**src/rtl/keyin_pkg.sv**
```systemverilog
// keyin_pkg: shared constants for the keyin input peripheral.
//   - register addresses on the 4-bit device bus
//   - CTRL register bit positions
//   - debounce sample history length
//   - edge-event helper used by the top level
package keyin_pkg;

  localparam logic [3:0] KEYIN_STATE     = 4'h0;
  localparam logic [3:0] KEYIN_FLAGS     = 4'h1;
  localparam logic [3:0] KEYIN_MASK      = 4'h2;
  localparam logic [3:0] KEYIN_EDGE      = 4'h3;
  localparam logic [3:0] KEYIN_CTRL      = 4'h4;
  localparam logic [3:0] KEYIN_PERIOD_HI = 4'h5;
  localparam logic [3:0] KEYIN_PERIOD_LO = 4'h6;

  localparam int KEYIN_CTRL_IRQ = 7;
  localparam int KEYIN_CTRL_IEN = 6;

  localparam int KEYIN_HIST_LEN = 4;

  // Per-bit event: rising when sel=0, falling when sel=1.
  function automatic logic [7:0] keyin_edge_events(input logic [7:0] cur,
                                                   input logic [7:0] prev,
                                                   input logic [7:0] sel);
    return (cur & ~prev & ~sel) | (~cur & prev & sel);
  endfunction

endpackage

```
**src/rtl/keyin_debounce.sv**
```systemverilog
// keyin_debounce: one key line through a SYNC_STAGES-deep synchronizer and,
// when KEYIN_DEBOUNCE_EN is defined, a 4-sample history filter clocked by the
// shared tick. Without the macro the output is the synchronizer output,
// registered once.
// Ports:
//   clk_in   clock
//   rst      synchronous active-high reset
//   i_key    asynchronous key level
//   i_tick   shared one-cycle sample strobe
//   o_state  debounced (registered) level
module keyin_debounce
  import keyin_pkg::*;
#(
  parameter int SYNC_STAGES = 2
) (
  input  logic clk_in,
  input  logic rst,
  input  logic i_key,
  input  logic i_tick,
  output logic o_state
);

  logic [SYNC_STAGES-1:0] r_sync;
  logic                   w_sync;
  logic                   r_state;

  // Synchronizer shift chain.
  always_ff @(posedge clk_in) begin
    if (rst) begin
      r_sync <= {SYNC_STAGES{1'b0}};
    end else begin
      r_sync <= {r_sync[SYNC_STAGES-2:0], i_key};
    end
  end

  assign w_sync = r_sync[SYNC_STAGES-1];

`ifdef KEYIN_DEBOUNCE_EN
  logic [KEYIN_HIST_LEN-1:0] r_hist;
  logic [KEYIN_HIST_LEN-1:0] w_hist_next;

  assign w_hist_next = {r_hist[KEYIN_HIST_LEN-2:0], w_sync};

  // Sample on tick; the level is accepted on the same tick the history
  // becomes uniform, otherwise it holds.
  always_ff @(posedge clk_in) begin
    if (rst) begin
      r_hist  <= {KEYIN_HIST_LEN{1'b0}};
      r_state <= 1'b0;
    end else if (i_tick) begin
      r_hist <= w_hist_next;
      if (&w_hist_next) begin
        r_state <= 1'b1;
      end else if (~|w_hist_next) begin
        r_state <= 1'b0;
      end
    end
  end
`else
  logic w_unused_tick;
  assign w_unused_tick = i_tick;

  // Filter absent: follow the synchronizer one cycle later.
  always_ff @(posedge clk_in) begin
    if (rst) begin
      r_state <= 1'b0;
    end else begin
      r_state <= w_sync;
    end
  end
`endif

  assign o_state = r_state;

endmodule

```
**src/rtl/keyin.sv**
```systemverilog
// keyin: memory-mapped 8-line key/switch input peripheral.
// Synchronizes and debounces keys, latches edge events into sticky flags
// (write-1-to-clear) and drives a maskable, registered level interrupt.
// Build option: KEYIN_DEBOUNCE_EN enables the filter, tick counter and the
// PERIOD registers ($5/$6); without it STATE follows the synchronizers.
// Ports:
//   clk_in  clock            rst   synchronous active-high reset
//   AD      register address DI    write data
//   DO      registered read data
//   rw      1=read 0=write   cs    chip select (access every edge with cs=1)
//   irq     level interrupt  keys  asynchronous key inputs
module keyin
  import keyin_pkg::*;
#(
  parameter int          SYNC_STAGES = 2,
  parameter logic [15:0] PERIOD_RST  = 16'd1000
) (
  input  logic       clk_in,
  input  logic       rst,
  input  logic [3:0] AD,
  input  logic [7:0] DI,
  output logic [7:0] DO,
  input  logic       rw,
  input  logic       cs,
  output logic       irq,
  input  logic [7:0] keys
);

  logic       w_wr;
  logic       w_rd;
  logic       w_tick;
  logic [7:0] w_state;
  logic [7:0] w_events;
  logic [7:0] w_flags_clr;
  logic [7:0] w_ctrl;
  logic [7:0] w_rd_data;

  logic [7:0] r_state_prev;
  logic [7:0] r_flags;
  logic [7:0] r_mask;
  logic [7:0] r_edge_sel;
  logic       r_ien;
  logic       r_irq;

  assign w_wr = cs & ~rw;
  assign w_rd = cs & rw;

`ifdef KEYIN_DEBOUNCE_EN
  logic [15:0] r_period;
  logic [15:0] r_cnt;
  logic        w_period_wr;

  assign w_period_wr = w_wr & ((AD == KEYIN_PERIOD_HI) | (AD == KEYIN_PERIOD_LO));
  assign w_tick      = (r_cnt == r_period);

  // PERIOD registers and shared tick counter; a PERIOD write restarts the count.
  always_ff @(posedge clk_in) begin
    if (rst) begin
      r_period <= PERIOD_RST;
      r_cnt    <= 16'd0;
    end else begin
      if (w_wr && (AD == KEYIN_PERIOD_HI)) begin
        r_period[15:8] <= DI;
      end
      if (w_wr && (AD == KEYIN_PERIOD_LO)) begin
        r_period[7:0] <= DI;
      end
      if (w_period_wr || w_tick) begin
        r_cnt <= 16'd0;
      end else begin
        r_cnt <= r_cnt + 16'd1;
      end
    end
  end
`else
  logic w_unused_period;
  assign w_unused_period = ^PERIOD_RST;
  assign w_tick          = 1'b1;
`endif

  for (genvar g = 0; g < 8; g++) begin : g_line
    keyin_debounce #(
      .SYNC_STAGES (SYNC_STAGES)
    ) u_debounce (
      .clk_in  (clk_in),
      .rst     (rst),
      .i_key   (keys[g]),
      .i_tick  (w_tick),
      .o_state (w_state[g])
    );
  end

  // Events compare STATE against last cycle's STATE, so EDGE writes alone
  // never produce one.
  assign w_events = keyin_edge_events(w_state, r_state_prev, r_edge_sel);

  // Write-1-to-clear mask for FLAGS.
  always_comb begin
    w_flags_clr = 8'h00;
    if (w_wr && (AD == KEYIN_FLAGS)) begin
      w_flags_clr = DI;
    end else begin
      w_flags_clr = 8'h00;
    end
  end

  // Read multiplexer.
  always_comb begin
    w_ctrl                 = 8'h00;
    w_ctrl[KEYIN_CTRL_IRQ] = r_irq;
    w_ctrl[KEYIN_CTRL_IEN] = r_ien;
    w_rd_data              = 8'h00;
    case (AD)
      KEYIN_STATE:     w_rd_data = w_state;
      KEYIN_FLAGS:     w_rd_data = r_flags;
      KEYIN_MASK:      w_rd_data = r_mask;
      KEYIN_EDGE:      w_rd_data = r_edge_sel;
      KEYIN_CTRL:      w_rd_data = w_ctrl;
`ifdef KEYIN_DEBOUNCE_EN
      KEYIN_PERIOD_HI: w_rd_data = r_period[15:8];
      KEYIN_PERIOD_LO: w_rd_data = r_period[7:0];
`endif
      default:         w_rd_data = 8'h00;
    endcase
  end

  // Control registers, sticky flags (set beats clear), irq and read data.
  always_ff @(posedge clk_in) begin
    if (rst) begin
      r_state_prev <= 8'h00;
      r_flags      <= 8'h00;
      r_mask       <= 8'h00;
      r_edge_sel   <= 8'h00;
      r_ien        <= 1'b0;
      r_irq        <= 1'b0;
      DO           <= 8'h00;
    end else begin
      r_state_prev <= w_state;
      r_flags      <= (r_flags & ~w_flags_clr) | w_events;
      r_irq        <= r_ien & (|(r_flags & r_mask));
      if (w_wr) begin
        case (AD)
          KEYIN_MASK: r_mask     <= DI;
          KEYIN_EDGE: r_edge_sel <= DI;
          KEYIN_CTRL: r_ien      <= DI[KEYIN_CTRL_IEN];
          default:    ;
        endcase
      end
      if (w_rd) begin
        DO <= w_rd_data;
      end
    end
  end

  assign irq = r_irq;

endmodule

```
**config.mk**
```make
export PLATFORM = sky130hd
export DESIGN_NAME = keyin
export DESIGN_NICKNAME = d
export VERILOG_FILES = /design/src/rtl/keyin_pkg.sv /design/src/rtl/keyin_debounce.sv /design/src/rtl/keyin.sv
export SDC_FILE = /design/constraint.sdc
export NUM_CORES = 1
export LEC_CHECK = 0
export BUFFER_PORTS_ARGS = -buffer_cell sky130_fd_sc_hd__buf_2
export CORE_ASPECT_RATIO = 0.7
export CORE_MARGIN = 3
export CORE_UTILIZATION = 55
export CTS_BUF_LIST = sky130_fd_sc_hd__clkbuf_2 sky130_fd_sc_hd__clkbuf_4 sky130_fd_sc_hd__clkbuf_8
export DETAILED_ROUTE_END_ITERATION = 6
export MAX_ROUTING_LAYER = met4
export PLACE_DENSITY = 0.83
export SETUP_SLACK_MARGIN = 0.4
export SLEW_MARGIN = 20
export SYNTH_ARGS = -nofsm -noshare
export SYNTH_HDL_FRONTEND = slang
export SYNTH_HIERARCHICAL = 1
export SYNTH_SLANG_ARGS = --single-unit
export TNS_END_PERCENT = 5
```
**constraint.sdc**
```tcl
create_clock -name clk_in -period 1.8 [get_ports clk_in]
set_input_delay 0.54 -clock clk_in [delete_from_list [all_inputs] [get_ports clk_in]]
set_output_delay 0.54 -clock clk_in [all_outputs]
set_load 0.02 [all_outputs]
```
==> reports/results.md, run 1 <==
| Metric | This run |
|---|---|
| Result of the run | finished clean |
| Maximum fanout along the worst path | 8 |
| DR vias/cell | 5.52 |
| Die outline height | 65.3 µm |
| Count of cells along the worst hold path | 2 |
| Final routed wirelength across all metal layers | 5690 µm |
| Number of buffers and inverters on the critical path | 1 |
| Router iterations before antenna repair | 4 |
| CTS clk-pin slew, worst paths | 0.07 ns |
| Number of placement rows | 20 |
| Remaining antenna violation count | 0 |
| Overall fraction of global-route tracks in use | 0.217 |
| Max Slew Vio Count | 0 |
| Iteration-0 DRC count of the detailed router | 99 |
| Die ar. | 5920 µm² |
| Worst setup path category | input pin to flop |
| Critical path's largest stage delay | 0.68 ns |
| Transition time at the pin with the least slew margin | 0.377 ns |
| Logic depth of the worst path, buffers included | 4 |
| Total congestion overflow after global routing | 0 |
| Highest ir drop seen on vdd | 0.889 mV |
| Final worst-path cycle share | 0.815 |
| Fin Setup TNS | 0 ns |
| Largest buffer count on any clock path | 2 |
| Clock period minus worst slack | 1.47 ns |
| Final setup slack of the worst path | 0.333 ns |
| RSZ-0062 raised after global routing | yes |
| Leading cell types in the layout, fill and taps excluded | dfxtp_1, nor2b_1, buf_2 |
| Clock tree root buffer cell | clkbuf_8 |
| Mean routed wirelength per cell | 15.3 µm |
| Average cell area after synthesis | 10.6 µm² |
| Achievable clock frequency | 0.682 GHz |
| Filler cell count | 354 |
| Hold wc startpoint | keys[0] |
| Core ar. | 4580 µm² |
| Half-perimeter wire length after placement | 3810 µm |
| Startpoint type of the worst setup path | input pin |
| Ant. Diodes | 0 |
| Worst path cell trace | buf_8, or4b_4, o31ai_4, a31oi_1 |
| Syn Inst Count | 261 |
| Global-route wire length before repair | 9640 µm |
| Number of hold violations in the final report | 0 |
| Clock Sinks | 66 |
| Kind of path behind the tightest hold check | input pin to flop |
| Slew HR | 0.749 |
| Worst R2R Path Depth | 3 |
| Gpl congestion | 0.847 |
| Worst setup slack after placement | -0.00796 ns |
| DRC errors left | 0 |
| Starting utilization of the core area | 0.602 |
| Post-Route Utilization | 0.727 |
| Crit Reg-Reg Endpoint | irq |
| Total of max-cap violations | 0 |
| Via count of the routed design | 2059 |
| Number of buffers added by the clock tree synthesis step | 9 |
| Arrival time at the worst endpoint | 1.69 ns |
| Maximum level of the CTS H-tree | 3 |
| Setup slack of the worst register-to-register path | 0.68 ns |
| Die outline width | 90.7 µm |
| CP delay by family, top | simple AND/OR/NAND/NOR gates |
| Number of global-route vias before repair | 2036 |
| Static leakage | 1.25 nW |
| Number of warnings reported in the yosys synthesis log | 6 |
| TritonCTS clock tree | yes |
| Net count after synthesis | 285 |
| Worst Hold Endpoint | g_line[0].u_debounce/r_sync[0] |
| Number of failing setup endpoints in the final timing report | 0 |
| Required time at the endpoint of the critical path | 2.02 ns |
| Post-layout net count | 326 |
| Initial antenna violation count | 0 |
| Slowest cell on crit path | or4b_4 |
| Areal power density over the cells | 888 nW/µm² |
| Worst setup EP type | flop |
| Largest net degree at the start of global routing | 75 |
| Clock insertion delay at the later pin of the skew report | 0.35 ns |
| Most common cell after layout, fill and taps aside | dfxtp_1 |
| Startpoint of the worst-slack reg-to-reg timing path | r_flags[2] |
| Count of boundary I/O pins | 33 |
| Post-synthesis cell area | 2760 µm² |
| Number of setup buffers added after CTS | 0 |
| Layout overhead on the synthesized area | 20.6% |
| Layout Skew | 0.00603 ns |
| Count of input and output buffers | 32 |
| Share of layout cells above drive strength 1 | 0.300 |
[report_power, final]
part	switching (W)	internal [W]	leakage (nW)
clock network	0.000592	0.000647	0.0921
logic	0.000107	0.0000993	0.626
registers	0.0000182	0.00149	0.537
total	0.000717	0.00224	1.25
[sequential cells by signal, summed over array words and instances, names as in the netlist]
register                   count
r_flags                        8
r_ien                          1
r_mask                         8
DO                             8
g_line.u_debounce/r_sync      16
g_line.u_debounce/o_state      8
r_edge_sel                     8
irq                            1
r_state_prev                   8
[per-layer routing]
metal / part of all wire / GRT usage / vias up
li1: - / - / 1017
met1: 0.48 / 0.270 / 980
met2: 0.46 / 0.322 / 48
met3: 0.047 / 0.0778 / 14
met4: 0.021 / 0.0935 / 0
met5: 0 / - / -
[metrics by stage]
| stage | std cells | total power, W | hold WS (ns) | instance area, µm² |
|---|---|---|---|---|
| after floorplan | 261 | 0.00166 | 0.414 | 2760 |
| after detailed placement | 357 | 0.00173 | 0.422 | 3040 |
| final | 373 | 0.00296 | 0.396 | 3330 |
| after global routing | 373 | 0.00309 | 0.395 | 3330 |
| after global placement | 357 | 0.00173 | 0.416 | 3040 |
| after CTS | 373 | 0.00298 | 0.383 | 3270 |
[how the worst max path moves through the flow]
stage	startpoint	end
2_1_floorplan	AD[3]	r_flags[1]
3_3_place_gp	AD[3]	r_flags[4]
3_5_place_dp	AD[3]	r_flags[7]
4_1_cts	DO[7]	DO[7]
5_1_grt	DO[2]	DO[2]
6_report	AD[3]	r_flags[5]
[area by class of cell]
type | instances | area (µm²) | area share
repair buffers | 45 | 309 | 0.0929
flip-flops and latches | 66 | 1320 | 0.397
clock inverters | 7 | 78.8 | 0.0237
clock buffers | 9 | 124 | 0.0372
well taps | 66 | 82.6 | 0.0248
inverters | 9 | 33.8 | 0.0102
multi-input cells | 171 | 1380 | 0.414
[what timing repair did]
item	4_1_cts	5_1_grt
hold endpoints to repair	0	0
pin swaps	2	4
gates resized for setup	5	11
hold buffers	0	0
setup endpoints to repair	18	32
Power figures use the tool's default switching activity.
==> inputs of run 2 (changes only) <==
--- a/config.mk
+++ b/config.mk
@@ -8,11 +8,11 @@
 export BUFFER_PORTS_ARGS = -buffer_cell sky130_fd_sc_hd__buf_2
 export CORE_ASPECT_RATIO = 0.7
 export CORE_MARGIN = 3
-export CORE_UTILIZATION = 55
+export CORE_UTILIZATION = 54
 export CTS_BUF_LIST = sky130_fd_sc_hd__clkbuf_2 sky130_fd_sc_hd__clkbuf_4 sky130_fd_sc_hd__clkbuf_8
 export DETAILED_ROUTE_END_ITERATION = 6
 export MAX_ROUTING_LAYER = met4
-export PLACE_DENSITY = 0.83
+export PLACE_DENSITY = 0.85
 export SETUP_SLACK_MARGIN = 0.4
 export SLEW_MARGIN = 20
 export SYNTH_ARGS = -nofsm -noshare
==> constraint.sdc (replaced) <==
create_clock -name clk_in -period 1.24 [get_ports clk_in]
set_input_delay 0.372 -clock clk_in [delete_from_list [all_inputs] [get_ports clk_in]]
set_output_delay 0.372 -clock clk_in [all_outputs]
set_load 0.02 [all_outputs]
==> run 2 against run 1 <==
  * The flow now finishes with violations (setup timing)
  * Sequential share of layout area down 2.4 points
  * Clock-buffer cell count grew 2
  * Non-clock buffer count up 12
  * Die area is 1.7% higher
  * Largest cell class unchanged
  * Combinational power grew 68%
  * Clock power up 61%
==> reports/results.md, run 2 (same netlist as run 1, synthesis figures left out) <==
| Metric | This run |
|---|---|
| Router iterations before antenna repair | 4 |
| Share of layout cells above drive strength 1 | 0.389 |
| Areal power density over the cells | 1270 nW/µm² |
| RSZ-0062 raised after global routing | yes |
| Total of max-cap violations | 0 |
| Clock tree root buffer cell | clkbuf_8 |
| Core ar. | 4860 µm² |
| Clock insertion delay at the later pin of the skew report | 0.35 ns |
| Worst setup EP type | flop |
| Half-perimeter wire length after placement | 4030 µm |
| Biggest register | g_line.u_debounce/r_sync |
| Worst path cell trace | buf_6, or4b_4, o31ai_2, a31oi_1 |
| Largest net degree at the start of global routing | 57 |
| Transition time at the pin with the least slew margin | 0.242 ns |
| Cell-internal power | 0.00355 W |
| Crit Reg-Reg Endpoint | r_flags[0] |
| Startpoint type of the worst setup path | input pin |
| Number of global-route vias before repair | 2008 |
| Max Slew Vio Count | 0 |
| Result of the run | finished, violations left |
| Arrival time at the worst endpoint | 1.50 ns |
| Setup slack of the worst register-to-register path | 0.14 ns |
| Iteration-0 DRC count of the detailed router | 111 |
| Count of input and output buffers | 32 |
| Die outline height | 65.8 µm |
| Slew HR | 0.838 |
| Starting utilization of the core area | 0.568 |
| Switch share | 0.218 |
| Count of cells along the worst hold path | 2 |
| Final worst-path cycle share | 1.03 |
| Part of the power in registers | 0.483 |
| Number of failing setup endpoints in the final timing report | 4 |
| Ant. Diodes | 0 |
| Clock period minus worst slack | 1.28 ns |
| Violated checks | setup timing |
| Via count of the routed design | 2133 |
| Die outline width | 91.4 µm |
| Global-route wire length before repair | 9850 µm |
| Final setup slack of the worst path | -0.0417 ns |
| Largest buffer count on any clock path | 2 |
| Mean routed wirelength per cell | 15.4 µm |
| Remaining antenna violation count | 0 |
| Count of boundary I/O pins | 33 |
| Initial antenna violation count | 0 |
| Fraction of power consumed by combinational cells | 0.076 |
| Gpl congestion | 0.868 |
| Power share of the clock group | 0.440 |
| Clock Sinks | 66 |
| Worst hold slack after final layout | 0.232 ns |
| Leading cell types in the layout, fill and taps excluded | dfxtp_1, nor2b_1, nand2b_1 |
| Maximum level of the CTS H-tree | 3 |
| Number of buffers and inverters on the critical path | 1 |
| Number of hold violations in the final report | 0 |
| CTS clk-pin slew, worst paths | 0.07 ns |
| Highest ir drop seen on vdd | 0.741 mV |
| Most common cell after layout, fill and taps aside | dfxtp_1 |
| Worst R2R Path Depth | 2 |
| Hold wc startpoint | keys[0] |
| Overall fraction of global-route tracks in use | 0.219 |
| Layout Skew | 0.00603 ns |
| Switching Power | 0.000988 W |
| Final routed wirelength across all metal layers | 5980 µm |
| DRC errors left | 0 |
| Fin Setup TNS | -0.0654 ns |
| Flip-flop count of the largest register after layout | 16 |
| Kind of path behind the tightest hold check | input pin to flop |
| Post-layout net count | 338 |
| Layout overhead on the synthesized area | 29.6% |
| Number of buffers added by the clock tree synthesis step | 9 |
| Required time at the endpoint of the critical path | 1.46 ns |
| Achievable clock frequency | 0.780 GHz |
| CP delay by family, top | simple AND/OR/NAND/NOR gates |
| Die ar. | 6020 µm² |
| DR vias/cell | 5.50 |
| Maximum fanout along the worst path | 8 |
| Static leakage | 1.37 nW |
| TritonCTS clock tree | yes |
| Worst Hold Endpoint | g_line[0].u_debounce/r_sync[0] |
| Worst setup slack after placement | -0.430 ns |
| Startpoint of the worst-slack reg-to-reg timing path | g_line[0].u_debounce/o_state |
| Number of placement rows | 21 |
| Critical path's largest stage delay | 0.65 ns |
| Worst setup path category | input pin to flop |
| Slowest cell on crit path | or4b_4 |
| Post-Route Utilization | 0.736 |
| Total congestion overflow after global routing | 0 |
run 2: cell type report:
| cell class | instances | area, µm² |
|---|---|---|
| multi-input cells | 171 | 1400 |
| flip-flops and latches | 66 | 1340 |
| fillers | 341 | 1280 |
| repair buffers | 57 | 499 |
| clock buffers | 11 | 145 |
| well taps | 69 | 86.3 |
| clock inverters | 5 | 77.6 |
| inverters | 9 | 33.8 |
run 2: worst max-delay path by stage:
stage	depth (start not counted)	to	startpoint	slack, ns
after detailed placement	4	r_flags[5]	AD[3]	-0.43
after global placement	4	r_flags[5]	AD[3]	-0.35
final	4	r_flags[0]	rw	-0.04
after CTS	4	r_flags[0]	rw	-0.02
after global routing	4	r_flags[0]	rw	-0.04
after floorplan	4	r_flags[1]	AD[3]	-0.22
run 2: routing by layer:
layer / share of wire / track usage / routed length [µm] / up-vias
met2: 0.48 / 0.340 / 2890 / 53
li1: - / - / - / 1042
met3: 0.046 / 0.0751 / 273 / 5
met5: 0 / - / 0 / -
met1: 0.46 / 0.275 / 2760 / 1033
met4: 0.010 / 0.0620 / 61 / 0
run 2: timing repair:
| action | in CTS | in global routing |
|---|---|---|
| setup endpoints to repair | 43 | 43 |
| pin swaps | 15 | 14 |
| resized for setup | 37 | 21 |
| setup buffers | 0 | 0 |
| hold buffers | 0 | 0 |
run 2: per-stage QoR:
step	std cells	cell area (µm²)	total power, W
2_1_floorplan	261	2760	0.00241
3_3_place_gp	372	3150	0.00254
3_5_place_dp	372	3150	0.00255
4_1_cts	388	3490	0.00457
5_1_grt	388	3580	0.00470
6_report	388	3580	0.00454
run 2: worst reg2reg max path: cells and delay by family, from the launching register on:
family,cells,cell delay (ns)
compound gates,1,0.20
flops,1,0.37
simple gates,1,0.45
run 2: power by group through the flow:
stage	clock, W	combinational [W]	sequential [W]
2_1_floorplan	0	0.000175	0.00223
3_3_place_gp	0	0.000303	0.00224
3_5_place_dp	0	0.000311	0.00224
4_1_cts	0.00205	0.000328	0.00219
5_1_grt	0.00213	0.000374	0.00220
6_report	0.00200	0.000346	0.00220
